$ cat src/rtl/cpu_control_sequencer_pkg.sv
// Shared constants for the accumulator-CPU control sequencer: widths, FSM encodings,
// opcodes and datapath mux selects.
package cpu_ctrl_pkg;

    localparam int unsigned OPW     = 8;
    localparam int unsigned TMO_MAX = 15;
    localparam int unsigned TMO_W   = $clog2(TMO_MAX + 1);

    localparam logic [2:0] ST_FETCH  = 3'd0;
    localparam logic [2:0] ST_DECODE = 3'd1;
    localparam logic [2:0] ST_EXEC   = 3'd2;
    localparam logic [2:0] ST_MEM_RD = 3'd3;
    localparam logic [2:0] ST_MEM_WR = 3'd4;
    localparam logic [2:0] ST_HALT   = 3'd5;
    localparam logic [2:0] ST_FAULT  = 3'd6;

    localparam logic [OPW-1:0] OP_NOP  = 8'h00;
    localparam logic [OPW-1:0] OP_LDI  = 8'h01;
    localparam logic [OPW-1:0] OP_LDA  = 8'h02;
    localparam logic [OPW-1:0] OP_STA  = 8'h03;
    localparam logic [OPW-1:0] OP_ADD  = 8'h04;
    localparam logic [OPW-1:0] OP_SUB  = 8'h05;
    localparam logic [OPW-1:0] OP_AND  = 8'h06;
    localparam logic [OPW-1:0] OP_OR   = 8'h07;
    localparam logic [OPW-1:0] OP_JMP  = 8'h08;
    localparam logic [OPW-1:0] OP_JZ   = 8'h09;
    localparam logic [OPW-1:0] OP_JC   = 8'h0A;
    localparam logic [OPW-1:0] OP_JMPM = 8'h0B;
    localparam logic [OPW-1:0] OP_HLT  = 8'hFF;

    localparam logic [1:0] SELACC_IMM = 2'b00;
    localparam logic [1:0] SELACC_MEM = 2'b01;
    localparam logic [1:0] SELACC_ALU = 2'b10;
    localparam logic       SELPC_IMM  = 1'b0;
    localparam logic       SELPC_MEM  = 1'b1;

endpackage

$ cat src/rtl/cpu_control_sequencer_if.sv
// Control bundle between the sequencer (master) and the CPU datapath/memory (slave).
interface cpu_control_sequencer_if;

    logic                         run;
    logic [cpu_ctrl_pkg::OPW-1:0] opcode;
    logic                         z;
    logic                         c;
    logic                         mem_ready;
    logic                         loadIR;
    logic                         incPC;
    logic                         loadPC;
    logic                         selPC;
    logic                         loadacc;
    logic [1:0]                   selacc;
    logic                         rd_en;
    logic                         wr_en;
    logic [cpu_ctrl_pkg::OPW-1:0] alu_op;
    logic                         halted;
    logic                         fault;

    modport master (
        input  run, opcode, z, c, mem_ready,
        output loadIR, incPC, loadPC, selPC, loadacc, selacc, rd_en, wr_en, alu_op, halted, fault
    );

    modport slave (
        output run, opcode, z, c, mem_ready,
        input  loadIR, incPC, loadPC, selPC, loadacc, selacc, rd_en, wr_en, alu_op, halted, fault
    );

endinterface

$ cat src/rtl/cpu_control_sequencer_decode.sv
// Combinational opcode classifier shared by the DECODE and EXEC states.
module cpu_opcode_decode
    import cpu_ctrl_pkg::*;
(
    input  logic [OPW-1:0] opcode_i,
    output logic           is_mem_rd_o,
    output logic           is_mem_wr_o,
    output logic           is_alu_o,
    output logic           is_jump_o,
    output logic           is_halt_o,
    output logic           illegal_o
);

    always_comb begin
        is_mem_rd_o = 1'b0;
        is_mem_wr_o = 1'b0;
        is_alu_o    = 1'b0;
        is_jump_o   = 1'b0;
        is_halt_o   = 1'b0;
        illegal_o   = 1'b0;
        case (opcode_i)
            OP_NOP, OP_LDI: ;
            OP_LDA:                        is_mem_rd_o = 1'b1;
            OP_STA:                        is_mem_wr_o = 1'b1;
            OP_ADD, OP_SUB, OP_AND, OP_OR: begin
                is_alu_o    = 1'b1;
                is_mem_rd_o = 1'b1;
            end
            OP_JMP, OP_JZ, OP_JC:          is_jump_o = 1'b1;
            OP_JMPM: begin
                is_jump_o   = 1'b1;
                is_mem_rd_o = 1'b1;
            end
            OP_HLT:                        is_halt_o = 1'b1;
            default:                       illegal_o = 1'b1;
        endcase
    end

endmodule

$ cat src/rtl/cpu_control_sequencer.sv
// Fetch/decode/execute sequencer for the 16-bit accumulator CPU, with memory-ready
// timeout, run/pause, HALT and a sticky fault flag.
module cpu_control_sequencer
    import cpu_ctrl_pkg::*;
(
    input  logic                           clk,
    input  logic                           rstn,
    cpu_control_sequencer_if.master        ctl
);

    localparam logic [TMO_W-1:0] TMO_LAST = TMO_W'(TMO_MAX - 1);

    logic [2:0]       state_q, state_d;
    logic [TMO_W-1:0] tmo_q, tmo_d;
    logic             fault_q, fault_d;

    logic is_mem_rd, is_mem_wr, is_alu, is_jump, is_halt, illegal;

    logic           loadir_c, incpc_c, loadpc_c, selpc_c, loadacc_c, rd_c, wr_c, halted_c, fault_c;
    logic [1:0]     selacc_c;
    logic [OPW-1:0] aluop_c;

    cpu_opcode_decode u_decode (
        .opcode_i    (ctl.opcode),
        .is_mem_rd_o (is_mem_rd),
        .is_mem_wr_o (is_mem_wr),
        .is_alu_o    (is_alu),
        .is_jump_o   (is_jump),
        .is_halt_o   (is_halt),
        .illegal_o   (illegal)
    );

    always_ff @(posedge clk or negedge rstn) begin
        if (!rstn) begin
            state_q <= ST_FETCH;
            tmo_q   <= '0;
            fault_q <= 1'b0;
        end else begin
            state_q <= state_d;
            tmo_q   <= tmo_d;
            fault_q <= fault_d;
        end
    end

    // Next state and strobes; the wait counter defaults to clear so it resets on leaving MEM_*.
    always_comb begin
        state_d   = state_q;
        tmo_d     = '0;
        fault_d   = fault_q;
        loadir_c  = 1'b0;
        incpc_c   = 1'b0;
        loadpc_c  = 1'b0;
        selpc_c   = SELPC_IMM;
        loadacc_c = 1'b0;
        selacc_c  = SELACC_IMM;
        rd_c      = 1'b0;
        wr_c      = 1'b0;
        aluop_c   = '0;
        halted_c  = 1'b0;
        fault_c   = 1'b0;
        case (state_q)
            ST_FETCH: begin
                if (ctl.run) begin
                    loadir_c = 1'b1;
                    state_d  = ST_DECODE;
                end
            end
            ST_DECODE: begin
                if (is_halt)        state_d = ST_HALT;
                else if (is_mem_rd) state_d = ST_MEM_RD;
                else if (is_mem_wr) state_d = ST_MEM_WR;
                else                state_d = ST_EXEC;
            end
            ST_MEM_RD, ST_MEM_WR: begin
                rd_c = (state_q == ST_MEM_RD);
                wr_c = (state_q == ST_MEM_WR);
                if (ctl.mem_ready) begin
                    incpc_c = wr_c;
                    state_d = wr_c ? ST_FETCH : ST_EXEC;
                end else if (tmo_q == TMO_LAST) begin
                    fault_d = 1'b1;
                    state_d = ST_FAULT;
                end else begin
                    tmo_d = tmo_q + TMO_W'(1);
                end
            end
            ST_EXEC: begin
                state_d = ST_FETCH;
                if (illegal) begin
                    fault_c = 1'b1;
                    fault_d = 1'b1;
                    incpc_c = 1'b1;
                end else if (is_alu) begin
                    aluop_c   = ctl.opcode;
                    loadacc_c = 1'b1;
                    selacc_c  = SELACC_ALU;
                    incpc_c   = 1'b1;
                end else if (is_jump) begin
                    case (ctl.opcode)
                        OP_JZ:   begin loadpc_c = ctl.z; incpc_c = ~ctl.z; end
                        OP_JC:   begin loadpc_c = ctl.c; incpc_c = ~ctl.c; end
                        OP_JMPM: begin loadpc_c = 1'b1;  selpc_c = SELPC_MEM; end
                        default: loadpc_c = 1'b1;
                    endcase
                end else begin
                    incpc_c = 1'b1;
                    case (ctl.opcode)
                        OP_LDI:  loadacc_c = 1'b1;
                        OP_LDA:  begin loadacc_c = 1'b1; selacc_c = SELACC_MEM; end
                        default: ;
                    endcase
                end
            end
            ST_HALT:  halted_c = 1'b1;
            ST_FAULT: ;
            default:  state_d = ST_FETCH;
        endcase
    end

    // Reset silences every output at once, even in FETCH where run would otherwise raise loadIR.
    assign ctl.loadIR  = rstn & loadir_c;
    assign ctl.incPC   = rstn & incpc_c;
    assign ctl.loadPC  = rstn & loadpc_c;
    assign ctl.selPC   = rstn & selpc_c;
    assign ctl.loadacc = rstn & loadacc_c;
    assign ctl.selacc  = rstn ? selacc_c : 2'b00;
    assign ctl.rd_en   = rstn & rd_c;
    assign ctl.wr_en   = rstn & wr_c;
    assign ctl.alu_op  = rstn ? aluop_c : '0;
    assign ctl.halted  = rstn & halted_c;
    assign ctl.fault   = rstn & (fault_q | fault_c);

endmodule

$ cat src/flat_wrapper.sv
// flat-port wrapper written by rule: the top's interface ports become plain ports
module cpu_control_sequencer_flat import cpu_ctrl_pkg::*;
  (clk, rstn, ctl_run, ctl_opcode, ctl_z, ctl_c, ctl_mem_ready, ctl_loadIR, ctl_incPC, ctl_loadPC, ctl_selPC, ctl_loadacc, ctl_selacc, ctl_rd_en, ctl_wr_en, ctl_alu_op, ctl_halted, ctl_fault);
  cpu_control_sequencer_if ctl_i ();
  input  logic clk;
  input  logic rstn;
  input wire logic [$bits(ctl_i.run)-1:0] ctl_run;
  input wire logic [$bits(ctl_i.opcode)-1:0] ctl_opcode;
  input wire logic [$bits(ctl_i.z)-1:0] ctl_z;
  input wire logic [$bits(ctl_i.c)-1:0] ctl_c;
  input wire logic [$bits(ctl_i.mem_ready)-1:0] ctl_mem_ready;
  output wire logic [$bits(ctl_i.loadIR)-1:0] ctl_loadIR;
  output wire logic [$bits(ctl_i.incPC)-1:0] ctl_incPC;
  output wire logic [$bits(ctl_i.loadPC)-1:0] ctl_loadPC;
  output wire logic [$bits(ctl_i.selPC)-1:0] ctl_selPC;
  output wire logic [$bits(ctl_i.loadacc)-1:0] ctl_loadacc;
  output wire logic [$bits(ctl_i.selacc)-1:0] ctl_selacc;
  output wire logic [$bits(ctl_i.rd_en)-1:0] ctl_rd_en;
  output wire logic [$bits(ctl_i.wr_en)-1:0] ctl_wr_en;
  output wire logic [$bits(ctl_i.alu_op)-1:0] ctl_alu_op;
  output wire logic [$bits(ctl_i.halted)-1:0] ctl_halted;
  output wire logic [$bits(ctl_i.fault)-1:0] ctl_fault;
  assign ctl_i.run = ctl_run;
  assign ctl_i.opcode = ctl_opcode;
  assign ctl_i.z = ctl_z;
  assign ctl_i.c = ctl_c;
  assign ctl_i.mem_ready = ctl_mem_ready;
  assign ctl_loadIR = ctl_i.loadIR;
  assign ctl_incPC = ctl_i.incPC;
  assign ctl_loadPC = ctl_i.loadPC;
  assign ctl_selPC = ctl_i.selPC;
  assign ctl_loadacc = ctl_i.loadacc;
  assign ctl_selacc = ctl_i.selacc;
  assign ctl_rd_en = ctl_i.rd_en;
  assign ctl_wr_en = ctl_i.wr_en;
  assign ctl_alu_op = ctl_i.alu_op;
  assign ctl_halted = ctl_i.halted;
  assign ctl_fault = ctl_i.fault;
  cpu_control_sequencer u_core (.clk(clk), .rstn(rstn), .ctl(ctl_i));
endmodule
$ cat config.mk
export PLATFORM = sky130hd
export DESIGN_NAME = cpu_control_sequencer_flat
export DESIGN_NICKNAME = d
export VERILOG_FILES = /design/src/rtl/cpu_control_sequencer_pkg.sv /design/src/rtl/cpu_control_sequencer_if.sv /design/src/rtl/cpu_control_sequencer_decode.sv /design/src/rtl/cpu_control_sequencer.sv /design/src/flat_wrapper.sv
export SDC_FILE = /design/constraint.sdc
export NUM_CORES = 1
export LEC_CHECK = 0
export CORE_ASPECT_RATIO = 1.2
export CORE_MARGIN = 2
export CORE_UTILIZATION = 35
export DETAILED_ROUTE_END_ITERATION = 7
export PLACE_DENSITY_LB_ADDON = 0.2
export SLEW_MARGIN = 20
export SYNTH_ARGS = -nofsm -noshare
export SYNTH_HDL_FRONTEND = slang
export SYNTH_SLANG_ARGS = --single-unit
$ cat constraint.sdc
create_clock -name clk -period 1.1 [get_ports clk]
set_input_delay 0.11 -clock clk [delete_from_list [all_inputs] [get_ports clk]]
set_output_delay 0.11 -clock clk [all_outputs]
set_load 0.02 [all_outputs]
==> run summary <==
### Synthesis
• gate count after technology mapping: 88
• synthesized-area fraction occupied by ao, oa, aoi and oai cells: 0.240
• largest family of logic cells by synthesized area: simple AND/OR/NAND/NOR gates
• post-synthesis mux area share: 0
• cell taking the most area after synthesis: sky130_fd_sc_hd__dfrtp_1
• count of yosys warnings during synthesis: 0
• synthesized-area fraction occupied by xor and xnor cells: 0.0230
• synth unique cells: 41
• post-synth design cell area: 762 sq um
• share of synthesized registers carrying an async set or reset: 1.00
• top-area cell type share of the netlist area: 0.263
• top flip-flop cell by instance count after synthesis: sky130_fd_sc_hd__dfrtp_1
• simple-gate share of the synthesized area: 0.363
• synthesized area per cell: 8.66 sq um
• post-synthesis adder-cell area fraction: 0.0328
• part of the Yosys area used for sequential elements: 0.263
• Synth Register Bits: 8
• biggest area contributors in the synthesized netlist: sky130_fd_sc_hd__dfrtp_1 (26%), sky130_fd_sc_hd__nor2_1 (5.4%), sky130_fd_sc_hd__buf_4 (4.9%), sky130_fd_sc_hd__nand2b_1 (4.1%), sky130_fd_sc_hd__ha_1 (3.3%)
• number of synthesized flops with an enable pin: 0

### Timing
• final worst path period share: 1.41
• max-slew violation total from the final report: 0
• final setup violation count: 22
• f_max: 0.643 GHz
• hold violation count in the final report: 0
• Layout Skew: 0.000926 ns
• final critical-path required period: 1.56 ns
• final critical-path setup slack: -0.455 ns
• Worst Hold Slack: 0.0651 ns
• setup repair after global routing missed its margin: yes
• final setup TNS: -6.07 ns

### Clock network
• worst-skew pair later-pin latency: 0.25 ns
• deepest clock path buffer count: 2
• Inserted Clock Buffers: 3
• clock tree from TritonCTS: done
• number of sinks on the clock net: 8
• clock slew at the register clock pins of the worst setup and hold paths: 0.05 ns
• Root Driver: sky130_fd_sc_hd__clkbuf_4
• htree depth: 1

### Outcome
• status: finished with violations
• violated checks: negative setup slack

### Global route
• gr usage total: 0.207
• pin count of the biggest net entering global routing: 9
• global-route wire length before repair: 3750 um
• number of global-route vias before repair: 892
• antenna violations before repair: 0
• global route overflow: 0

### Hold path
• Worst Hold Class: in2async

### Placement
• pre-CTS setup slack: -1.13 ns
• Final HPWL DP: 1800 um
• placed cells: 172
• input/output buffers: 27
• total placed instance area: 1320 sq um
• placer's final routability congestion estimate: 0.752

### Route
• total length of routed wires: 2550 um
• number of nets with antenna violations after routing: 0
• WL per Instance: 13.6 um
• iteration count of the initial detailed-routing pass: 4
• vias post-DR: 926
• count of unresolved DRC violations after routing: 0
• DRC marker count from the first detailed-route iteration: 10
• post-DR vias/cell: 4.95

### Flow run
• max_cap viols: 0

### Setup path
• largest driver fanout on the critical path: 6
• category of the most critical setup path: reg2out
• Worst setup EP type: primary output
• data required time of the critical path: 0.99 ns
• kind of start point of the critical path: flip-flop
• data arrival time of the worst path: 1.45 ns

### Power
• post-layout power: 2.00 mW
• leakage power summed over all cells: 0.687 nW
• largest vdd supply drop: 1010 uV
• Pwr per Cell Area: 1260 nW/um^2

### Die
• core box area: 2050 sq um
• y dimension of the die: 55.1 um
• die footprint: 2570 sq um
• Initial Utilization: 0.372
• chip width: 46.6 um
• number of placement rows: 18
• IO Count: 33

### Finish
• antenna diode count: 0
• Final #Nets: 175
• area grow syn2layout: 108%
• Final Non-Filler Cells: 187
• fraction of final layout cells sized beyond drive strength 1: 0.618
• final core area utilization: 0.774
• area of all placed cells without fillers: 1590 sq um

==> cells in the final DEF (no fill, tap or decap), types with 2 or more instances in the layout <==
master | netlist | final
sky130_fd_sc_hd__o31ai_2 | 1 | 2
sky130_fd_sc_hd__dfrtp_1 | 8 | 8
sky130_fd_sc_hd__buf_4 | 5 | 37
sky130_fd_sc_hd__nand2_2 | 1 | 3
sky130_fd_sc_hd__nor2b_4 | 0 | 2
sky130_fd_sc_hd__nand2_1 | 6 | 3
sky130_fd_sc_hd__buf_6 | 0 | 15
sky130_fd_sc_hd__dlygate4sd3_1 | 0 | 2
sky130_fd_sc_hd__clkdlybuf4s50_1 | 0 | 4
sky130_fd_sc_hd__nand2b_4 | 0 | 2
sky130_fd_sc_hd__nor2b_1 | 3 | 2
sky130_fd_sc_hd__nor4_4 | 1 | 2
sky130_fd_sc_hd__a21oi_2 | 0 | 3
sky130_fd_sc_hd__nor2_1 | 11 | 7
sky130_fd_sc_hd__o311ai_2 | 0 | 2
sky130_fd_sc_hd__conb_1 | 1 | 5
sky130_fd_sc_hd__buf_2 | 0 | 2
sky130_fd_sc_hd__nor2_4 | 1 | 4
sky130_fd_sc_hd__nand2b_1 | 5 | 3
sky130_fd_sc_hd__inv_1 | 5 | 4
sky130_fd_sc_hd__o21ai_2 | 0 | 2
sky130_fd_sc_hd__dlygate4sd2_1 | 0 | 5
sky130_fd_sc_hd__and2_4 | 0 | 3
sky130_fd_sc_hd__clkbuf_4 | 0 | 3
==> metal layers <==
metal / up-vias / part of all wire / GRT usage
li1: 453 / - / -
met1: 440 / 0.37 / 0.202
met2: 29 / 0.57 / 0.421
met3: 4 / 0.048 / 0.0260
met4: 0 / 0.014 / 0.0810
met5: - / 0 / 0
==> area by class of cell <==
| cell class | count | area [sq um] |
|---|---|---|
| Tap cell | 30 | 37.5 |
| Multi-Input combinational cell | 74 | 732 |
| Inverter | 5 | 18.8 |
| Sequential cell | 8 | 200 |
| Clock buffer | 3 | 22.5 |
| Timing Repair Buffer | 67 | 576 |
| Fill cell | 140 | 463 |
==> logic make-up after synthesis <==
group           after synthesis
flops                         8
xor+xnor                      2
simple gates                 43
compound gates               22
other cells                   1
fa+ha+maj                     2
buf+inv                      10
==> synthesized netlist by cell type (2+ instances only) <==
library cell and n:
sky130_fd_sc_hd__nor2_1 11, sky130_fd_sc_hd__dfrtp_1 8, sky130_fd_sc_hd__nand2_1 6, sky130_fd_sc_hd__buf_4 5, sky130_fd_sc_hd__inv_1 5, sky130_fd_sc_hd__nand2b_1 5, sky130_fd_sc_hd__a21oi_1 4, sky130_fd_sc_hd__o21ai_1 4
sky130_fd_sc_hd__and2_1 3, sky130_fd_sc_hd__nor2b_1 3, sky130_fd_sc_hd__ha_1 2, sky130_fd_sc_hd__o221ai_1 2, sky130_fd_sc_hd__o311ai_1 2
==> worst max-delay path, stage by stage (launching register included) <==
cell and delay [ns]:
sky130_fd_sc_hd__dfrtp_1 0.42, sky130_fd_sc_hd__inv_2 0.15, sky130_fd_sc_hd__nand4_4 0.20, sky130_fd_sc_hd__nor4_4 0.24
sky130_fd_sc_hd__buf_4 0.18
==> timing repair <==
action / 4_1_cts / 5_1_grt
gates resized for setup: 121 / 13
endpoints found under the hold margin: 3 / 0
setup endpoints to repair: 22 / 22
pin swaps: 15 / 8
hold buffers: 2 / 0
setup buffers: 8 / 6
==> state kept, by name, summed over array words and instances (netlist names) <==
signal	flops
u_core.fault_q	1
u_core.tmo_q	4
u_core.state_q	3
==> power breakdown <==
part	switching [mW]	leakage (nW)	internal, mW	total, mW
Clock	0.101	0.0138	0.125	0.225
Combinational	0.665	0.570	0.718	1.38
Sequential	0.0439	0.103	0.345	0.389
Total	0.810	0.687	1.19	2.00
==> path summary, 6_finish.rpt <==
path                                        start                end  slack [ns]  depth (start not counted)
worst min-delay path                         rstn     u_core.fault_q        0.07                          4
max in group asynchronous                    rstn  u_core.state_q[1]        0.47                          4
worst max-delay path            u_core.state_q[0]      ctl_selacc[0]       -0.46                          4
worst max register to register  u_core.state_q[0]  u_core.state_q[2]       -0.20                          5
min in group clk                    ctl_opcode[4]     u_core.fault_q        0.36                          5
worst min register to register     u_core.fault_q     u_core.fault_q        0.51                          2
(Power assumes the default switching activity.)
